### src/rtl/prog_loader_if.sv
// Host link and instruction-memory write port of the program loader.
// The host/bench drives through the master modport; the loader uses slave.
// Signals: in_valid/in_data/in_ready byte handshake, reload pulse, wr_* memory
// write port, core_reset/load_done/load_err status.
interface prog_loader_if #(
  parameter int IW = 9,
  parameter int AW = 6
);
  logic          in_valid;
  logic [7:0]    in_data;
  logic          in_ready;
  logic          reload;
  logic          wr_en;
  logic [AW-1:0] wr_addr;
  logic [IW-1:0] wr_data;
  logic          core_reset;
  logic          load_done;
  logic          load_err;

  modport master (
    output in_valid, in_data, reload,
    input  in_ready, wr_en, wr_addr, wr_data, core_reset, load_done, load_err
  );

  modport slave (
    input  in_valid, in_data, reload,
    output in_ready, wr_en, wr_addr, wr_data, core_reset, load_done, load_err
  );
endinterface

### src/rtl/prog_loader.sv
// Program loader: assembles HDR/LO/HI.../CHK byte frames into 9-bit words and
// writes them to instruction memory, holding the core in reset until a frame
// with a good checksum is complete. One write per instruction, the cycle after
// its HI byte. in_ready is low only in DONE/ERR, where reload restarts loading.
// Ports: clk, reset (sync, active high), bus (slave side of prog_loader_if).
module prog_loader #(
  parameter int IW    = 9,
  parameter int AW    = 6,
  parameter int DEPTH = 64
) (
  input  logic           clk,
  input  logic           reset,
  prog_loader_if.slave   bus
);
  // Counter must hold N == DEPTH, one bit wider than the address.
  localparam int CW = AW + 1;

  typedef enum logic [2:0] {
    S_HDR,
    S_LO,
    S_HI,
    S_CHK,
    S_DONE,
    S_ERR
  } state_t;

  state_t        state;
  logic [CW-1:0] cnt;
  logic [AW-1:0] addr;
  logic [7:0]    xor_acc;
  logic [7:0]    lo_byte;
  logic          accept;

  assign bus.in_ready = (state != S_DONE) && (state != S_ERR);
  assign accept       = bus.in_valid && bus.in_ready;

  always_ff @(posedge clk) begin
    if (reset) begin
      state          <= S_HDR;
      cnt            <= '0;
      addr           <= '0;
      xor_acc        <= '0;
      lo_byte        <= '0;
      bus.wr_en      <= 1'b0;
      bus.wr_addr    <= '0;
      bus.wr_data    <= '0;
      bus.core_reset <= 1'b1;
      bus.load_done  <= 1'b0;
      bus.load_err   <= 1'b0;
    end else begin
      // Write strobe is a single-cycle pulse.
      bus.wr_en <= 1'b0;
      case (state)
        S_HDR: if (accept) begin
          xor_acc <= xor_acc ^ bus.in_data;
          addr    <= '0;
          if (32'(bus.in_data) > DEPTH) begin
            state        <= S_ERR;
            bus.load_err <= 1'b1;
          end else if (bus.in_data == 8'd0) begin
            cnt   <= '0;
            state <= S_CHK;
          end else begin
            cnt   <= CW'(bus.in_data);
            state <= S_LO;
          end
        end
        S_LO: if (accept) begin
          xor_acc <= xor_acc ^ bus.in_data;
          lo_byte <= bus.in_data;
          state   <= S_HI;
        end
        S_HI: if (accept) begin
          if (bus.in_data[7:1] != 7'd0) begin
            // Malformed HI byte: reject without writing.
            state        <= S_ERR;
            bus.load_err <= 1'b1;
          end else begin
            xor_acc     <= xor_acc ^ bus.in_data;
            bus.wr_en   <= 1'b1;
            bus.wr_addr <= addr;
            bus.wr_data <= {bus.in_data[0], lo_byte};
            // Wraps to 0 after the last word of a full-depth frame; unused then.
            addr        <= addr + 1'b1;
            cnt         <= cnt - 1'b1;
            state       <= (cnt == CW'(1)) ? S_CHK : S_LO;
          end
        end
        S_CHK: if (accept) begin
          if (bus.in_data == xor_acc) begin
            state          <= S_DONE;
            bus.core_reset <= 1'b0;
            bus.load_done  <= 1'b1;
          end else begin
            state        <= S_ERR;
            bus.load_err <= 1'b1;
          end
        end
        S_DONE, S_ERR: if (bus.reload) begin
          state          <= S_HDR;
          xor_acc        <= '0;
          bus.core_reset <= 1'b1;
          bus.load_done  <= 1'b0;
          bus.load_err   <= 1'b0;
        end
        default: begin
          state          <= S_ERR;
          bus.core_reset <= 1'b1;
          bus.load_done  <= 1'b0;
          bus.load_err   <= 1'b1;
        end
      endcase
    end
  end
endmodule

### src/flat_wrapper.sv
// flat-port wrapper written by rule: the top's interface ports become plain ports
module prog_loader_flat 
#(
  parameter int IW    = 9,
  parameter int AW    = 6,
  parameter int DEPTH = 64
)
  (clk, reset, bus_in_valid, bus_in_data, bus_reload, bus_in_ready, bus_wr_en, bus_wr_addr, bus_wr_data, bus_core_reset, bus_load_done, bus_load_err);
  prog_loader_if #(.IW(IW), .AW(AW)) bus_i ();
  input  logic clk;
  input  logic reset;
  input wire logic [$bits(bus_i.in_valid)-1:0] bus_in_valid;
  input wire logic [$bits(bus_i.in_data)-1:0] bus_in_data;
  input wire logic [$bits(bus_i.reload)-1:0] bus_reload;
  output wire logic [$bits(bus_i.in_ready)-1:0] bus_in_ready;
  output wire logic [$bits(bus_i.wr_en)-1:0] bus_wr_en;
  output wire logic [$bits(bus_i.wr_addr)-1:0] bus_wr_addr;
  output wire logic [$bits(bus_i.wr_data)-1:0] bus_wr_data;
  output wire logic [$bits(bus_i.core_reset)-1:0] bus_core_reset;
  output wire logic [$bits(bus_i.load_done)-1:0] bus_load_done;
  output wire logic [$bits(bus_i.load_err)-1:0] bus_load_err;
  assign bus_i.in_valid = bus_in_valid;
  assign bus_i.in_data = bus_in_data;
  assign bus_i.reload = bus_reload;
  assign bus_in_ready = bus_i.in_ready;
  assign bus_wr_en = bus_i.wr_en;
  assign bus_wr_addr = bus_i.wr_addr;
  assign bus_wr_data = bus_i.wr_data;
  assign bus_core_reset = bus_i.core_reset;
  assign bus_load_done = bus_i.load_done;
  assign bus_load_err = bus_i.load_err;
  prog_loader #(.IW(IW), .AW(AW), .DEPTH(DEPTH)) u_core (.clk(clk), .reset(reset), .bus(bus_i));
endmodule
### config.mk
export PLATFORM = sky130hd
export DESIGN_NAME = prog_loader_flat
export DESIGN_NICKNAME = d
export VERILOG_FILES = /design/src/rtl/prog_loader_if.sv /design/src/rtl/prog_loader.sv /design/src/flat_wrapper.sv
export SDC_FILE = /design/constraint.sdc
export NUM_CORES = 1
export LEC_CHECK = 0
export CORE_MARGIN = 2
export CORE_UTILIZATION = 38
export CTS_BUF_LIST = sky130_fd_sc_hd__clkbuf_16
export CTS_CLUSTER_SIZE = 8
export DETAILED_ROUTE_END_ITERATION = 12
export GPL_TIMING_DRIVEN = 0
export HOLD_SLACK_MARGIN = 0.08
export PLACE_DENSITY = 0.66
export SYNTH_ARGS = -nofsm -noshare
export SYNTH_HDL_FRONTEND = slang
export SYNTH_SLANG_ARGS = --single-unit
### constraint.sdc
create_clock -name clk -period 2.7 [get_ports clk]
set_input_delay 0.405 -clock clk [delete_from_list [all_inputs] [get_ports clk]]
set_output_delay 0.405 -clock clk [all_outputs]
set_load 0.03 [all_outputs]
After elaboration in Yosys (flattened, before gate mapping). Index checks and enable logic that the tools add are counted.

Mux-type cells: 42. Add/sub/neg operators: 2. Eq/ne operators: 21. Reduce and logical (&&, ||, !) cells: 19. Bitwise logic cells: 6. $lt $le $gt $ge: 1.

Operators with widths (count): 7-bit two-way mux (5); 8-bit two-way mux (4); 8-bit one-hot mux with 3 select lines (1); 3-bit two-way mux (7); 6-bit two-way mux (3); 2-bit by 1-bit != test with 1-bit output, second input constant (8); 3-bit one-hot mux with 5 select lines (1); 5-bit AND reduction (3); 1-bit two-way mux (14); 7-bit one-hot mux with 2 select lines (1); 6-bit one-hot mux with 2 select lines (1); 8-bit equality test (1); 8-bit by 7-bit > comparator with 1-bit output, second input constant (1); 8-bit logical NOT (1); 2-bit != test, second input constant (4); 4-bit AND reduction (2); 8-bit AND reduction (1); 8-bit XOR (1); 7-bit by 1-bit equality test with 1-bit output, second input constant (1); 7-bit nonzero test (1); 7-bit by 1-bit subtractor with 7-bit output, second input constant (1); 6-bit by 1-bit adder with 6-bit output, second input constant (1); 3-bit by 2-bit equality test with 1-bit output, second input constant (2); 3-bit equality test, second input constant (2); other kinds (14) (24).

Logic and storage cells: 102. Bits of input ports: 12. Output and inout port bits: 20. Flip-flop bits (word level): 51.

Longest topological paths before layout.
Word-level depth: 5. Gate-level depth with buffers: 8. Gate-level depth less buffers: 6.

Worst setup path before layout. No wires, ideal clock.

Kind: input-to-reg. From: input port bus_in_data[7]. To: register u_core.cnt[2]. Slack: 0.327 ns. Arrival: 2.243 ns. Buffers on the path: 2. Data required time: 2.570 ns. Stages: 7. Library setup time: 0.130 ns. Path through: or4_4 > or4_4 > buf_6 > a221o_1 > buf_6 > a211oi_1 > o31ai_1.

Cells in the longest elaborated chain, start to end: 5.

Ends and longest elaborated chain: start: declaration (line flat_wrapper.sv:13) `input wire logic [$bits(bus_i.in_data)-1:0] bus_in_data;`; branches (longest 5 deep; another with 8-bit by 7-bit > comparator with 1-bit output); end signal: assignment (line prog_loader.sv:64) `cnt <= CW'(bus.in_data);`; end signal: assignment (line prog_loader.sv:85) `cnt <= cnt - 1'b1;`; end: declaration (line prog_loader.sv:28) `logic [CW-1:0] cnt;`.

Several ways; the timed one is not identified. The select of a mux whose other input is x is not followed. A chain may end at the register's enable or synchronous reset.

Worst setup path after layout. Same ends and word-level chain as after synthesis.

==> qor.yml <==
clk_pin_slew_ns: 0.06
met3_usage: 0.0321
crit_chain: "dlygate4sd2_1 > or4_4 > or4_4 > buf_6 > a221o_1 > buf_6 > a211oi_1 > o31ai_1"
num_rows: 29
antenna_cells: 0
cts_buffers: 5
stdcell_count: 432
drc: 0
start_util: 0.391
drtAntennaViolNets: 0
grt_util_met1: 0.236
leakagePower_nw: 1.07
grt_pass1_wl_mm: 10.2
ys.warnings.count: 0
peakVddDrop_mv: 0.384
synth_cell_type_count: 50
yosysTopAreaCell: "dfxtp_1"
layout_min_cycle_time_ns: 2.55
grtUsageTotal: 0.174
core_um2: 6350
grt_use_met2: 0.292
startpoint: "bus_in_data[7]"
die_x_um: 84.8
synth_top_area_frac: 0.411
syn_avg_cell_area_um2: 7.78
critPathKind: "in2reg"
maxSlewHeadroom: 0.496
worstMarginPinSlew_ns: 0.747
clkSinkCount: 51
cp_top_family: "simple AND/OR/NAND/NOR gates"
synth_edf_count: 0
setup.worst_path.start_class: "input port"
regArea_um2: 1020
syn_inst: 319
setup_viol: 0
worst_clock_skew_ns: 0.00415
firstDrtPassIters: 4
dp.cells: 423
maxSlewViolCount: 0
hpwl_mm: 4.44
cp.required_ns: 2.86
area_growth_pct: 20.9
yosysMostFrequentCell: "nand2_1"
clk_latency_ns: 0.29
cts_tree: "done"
io_buffer_count: 27
finalPower_mw: 1.77
synth_ff_type: "dfxtp_1"
num_vias: 2308
synth_common_cells: "nand2_1, dfxtp_1, a21oi_1"
crit_fanout: 9
antenna_found_initial: 0
synth_seq_area_share: 0.411
hp-start: "u_core.bus.wr_addr[4]"
grt-ovfl-total: 0
fin_nets: 369
r2r_start: "u_core.state[1]"
maxClockFrequency_mhz: 393
drt_iter0_markers: 184
cap_violations: 0
htreeDepth: 2
status: "completed"
crit_arrival_ns: 2.70
syn_nets: 334
ioPinCount: 32
crit_buf_inv: 3
die_height_um: 84.8
clk_root_buffer_cell: "clkbuf_16"
n_fill_cell: 640
async_flop_share: 0
multiInputGateArea_um2: 1330
drive_gt1_frac: 0.0761
powerDensity_nw_per_um2: 589
gr-max-usage-layer: "met2"
hp-class: "reg2reg"
grt_pass1_vias: 2224
period_share: 0.943
synth_seq_cells: 51
slowest_stage: "or4_4"
place_congestion: 0.894
wirelength_mm: 6.10
vias_per_cell: 5.34
cts_buffer_depth: 2
dieArea_um2: 7200
wire_per_inst_um: 14.1
grt_setup_unrepaired: "no"
syn-cell-area_um2: 2480
hold_violations: 0
end_kind: "flip-flop"
cp_slowest_stage_delay_ns: 0.59
grt_max_degree: 16
synth_area_leaders: "dfxtp_1, nand2_1, a21oi_1, xnor2_1, nor2_1"
==> worst register-to-register path, delay by kind of cell (launching register included) <==
kind	cells	cell delay [ns]
compound gates	2	0.29
buf+inv	3	0.94
flops	1	0.31
simple gates	2	0.75
==> layout make-up <==
cell class / instances / share of cell area
multi-input combinational: 238 / 0.444
sequential: 51 / 0.340
timing repair buffer: 28 / 0.0921
clock buffer: 5 / 0.0417
buffer: 22 / 0.0342
tap: 77 / 0.0321
inverter: 8 / 0.0100
clock inverter: 3 / 0.00542
==> final timing paths <==
path                                               to  slack [ns]  depth (start not counted)
worst max-delay path                    u_core.cnt[2]        0.15                          8
worst min-delay path            u_core.bus.wr_addr[4]        0.45                          2
worst max register to register          u_core.cnt[3]        0.34                          7
worst min register to register  u_core.bus.wr_addr[4]        0.45                          2
==> cell usage in the layout, fill, tap and decap left out, types with 2 or more instances in the layout <==
cell type,netlist,layout
nand2_1,71,71
dfxtp_1,51,51
a21oi_1,36,36
nor2_1,23,23
clkdlybuf4s50_1,0,23
o21ai_0,17,17
clkbuf_1,16,16
nand3_1,12,12
xnor2_1,10,10
inv_1,8,9
nand4_1,7,7
or2_2,7,7
clkbuf_16,0,5
mux2i_1,4,4
or4_1,3,3
buf_2,3,3
xor2_1,3,3
ha_1,3,3
dlygate4sd2_1,0,3
nand2b_1,2,2
a21boi_0,2,2
or4_4,2,2
buf_6,2,2
nor3_1,2,2
a2111oi_0,2,2
nor3b_1,2,2
a21o_1,2,2
a22o_1,2,2
a31oi_1,2,2
a41o_1,2,2
==> layer usage <==
layer | part of all wire | vias to the layer above
li1 | - | 1167
met1 | 0.47 | 1065
met2 | 0.46 | 71
met3 | 0.064 | 5
met4 | 0.0097 | 0
met5 | 0 | -
==> report_power, final <==
group	switching, mW	internal (mW)
Clock	0.268	0.338
Sequential	0.0350	0.792
Combinational	0.204	0.131
Total	0.507	1.26
==> per-stage QoR <==
step / utilization / setup WS, ns / setup TNS, ns / area [um2] / hold slack (ns)
global placement: 0.449 / -0.421 / -8.01 / 2850 / 0.439
global route: 0.473 / 0.0608 / 0 / 3000 / 0.469
floorplan: - / 0.327 / 0 / 2480 / 0.437
finish: 0.473 / 0.153 / 0 / 3000 / 0.449
CTS: 0.471 / 0.0539 / 0 / 2990 / 0.452
detailed placement: 0.449 / -0.418 / -7.77 / 2850 / 0.445
==> flip-flops by register name (all words and copies together), names as in the netlist <==
signal and cells:
u_core.addr 6, u_core.bus.wr_addr 6, u_core.xor_acc 8, u_core.bus.wr_en 1, u_core.bus.core_reset 1, u_core.bus.wr_data 9
u_core.state 3, u_core.bus.load_done 1, u_core.lo_byte 8, u_core.cnt 7, u_core.bus.load_err 1
==> repair_timing <==
item | CTS | global route
cloned | 0 | 0
setup endpoints to repair | 13 | 11
setup buffers | 0 | 1
pin swaps | 0 | 1
gates resized for setup | 4 | 1
hold buffers | 0 | 0
==> cell families after synthesis <==
logic type      after synthesis  share of synthesized area
compound gates               78                      0.192
xor+xnor                     13                     0.0459
fa+ha+maj                     3                     0.0151
buf+inv                      30                     0.0534
flops                        51                      0.411
mux                           4                     0.0161
simple gates                140                      0.267
No activity file was read; power rests on OpenSTA's default activity.
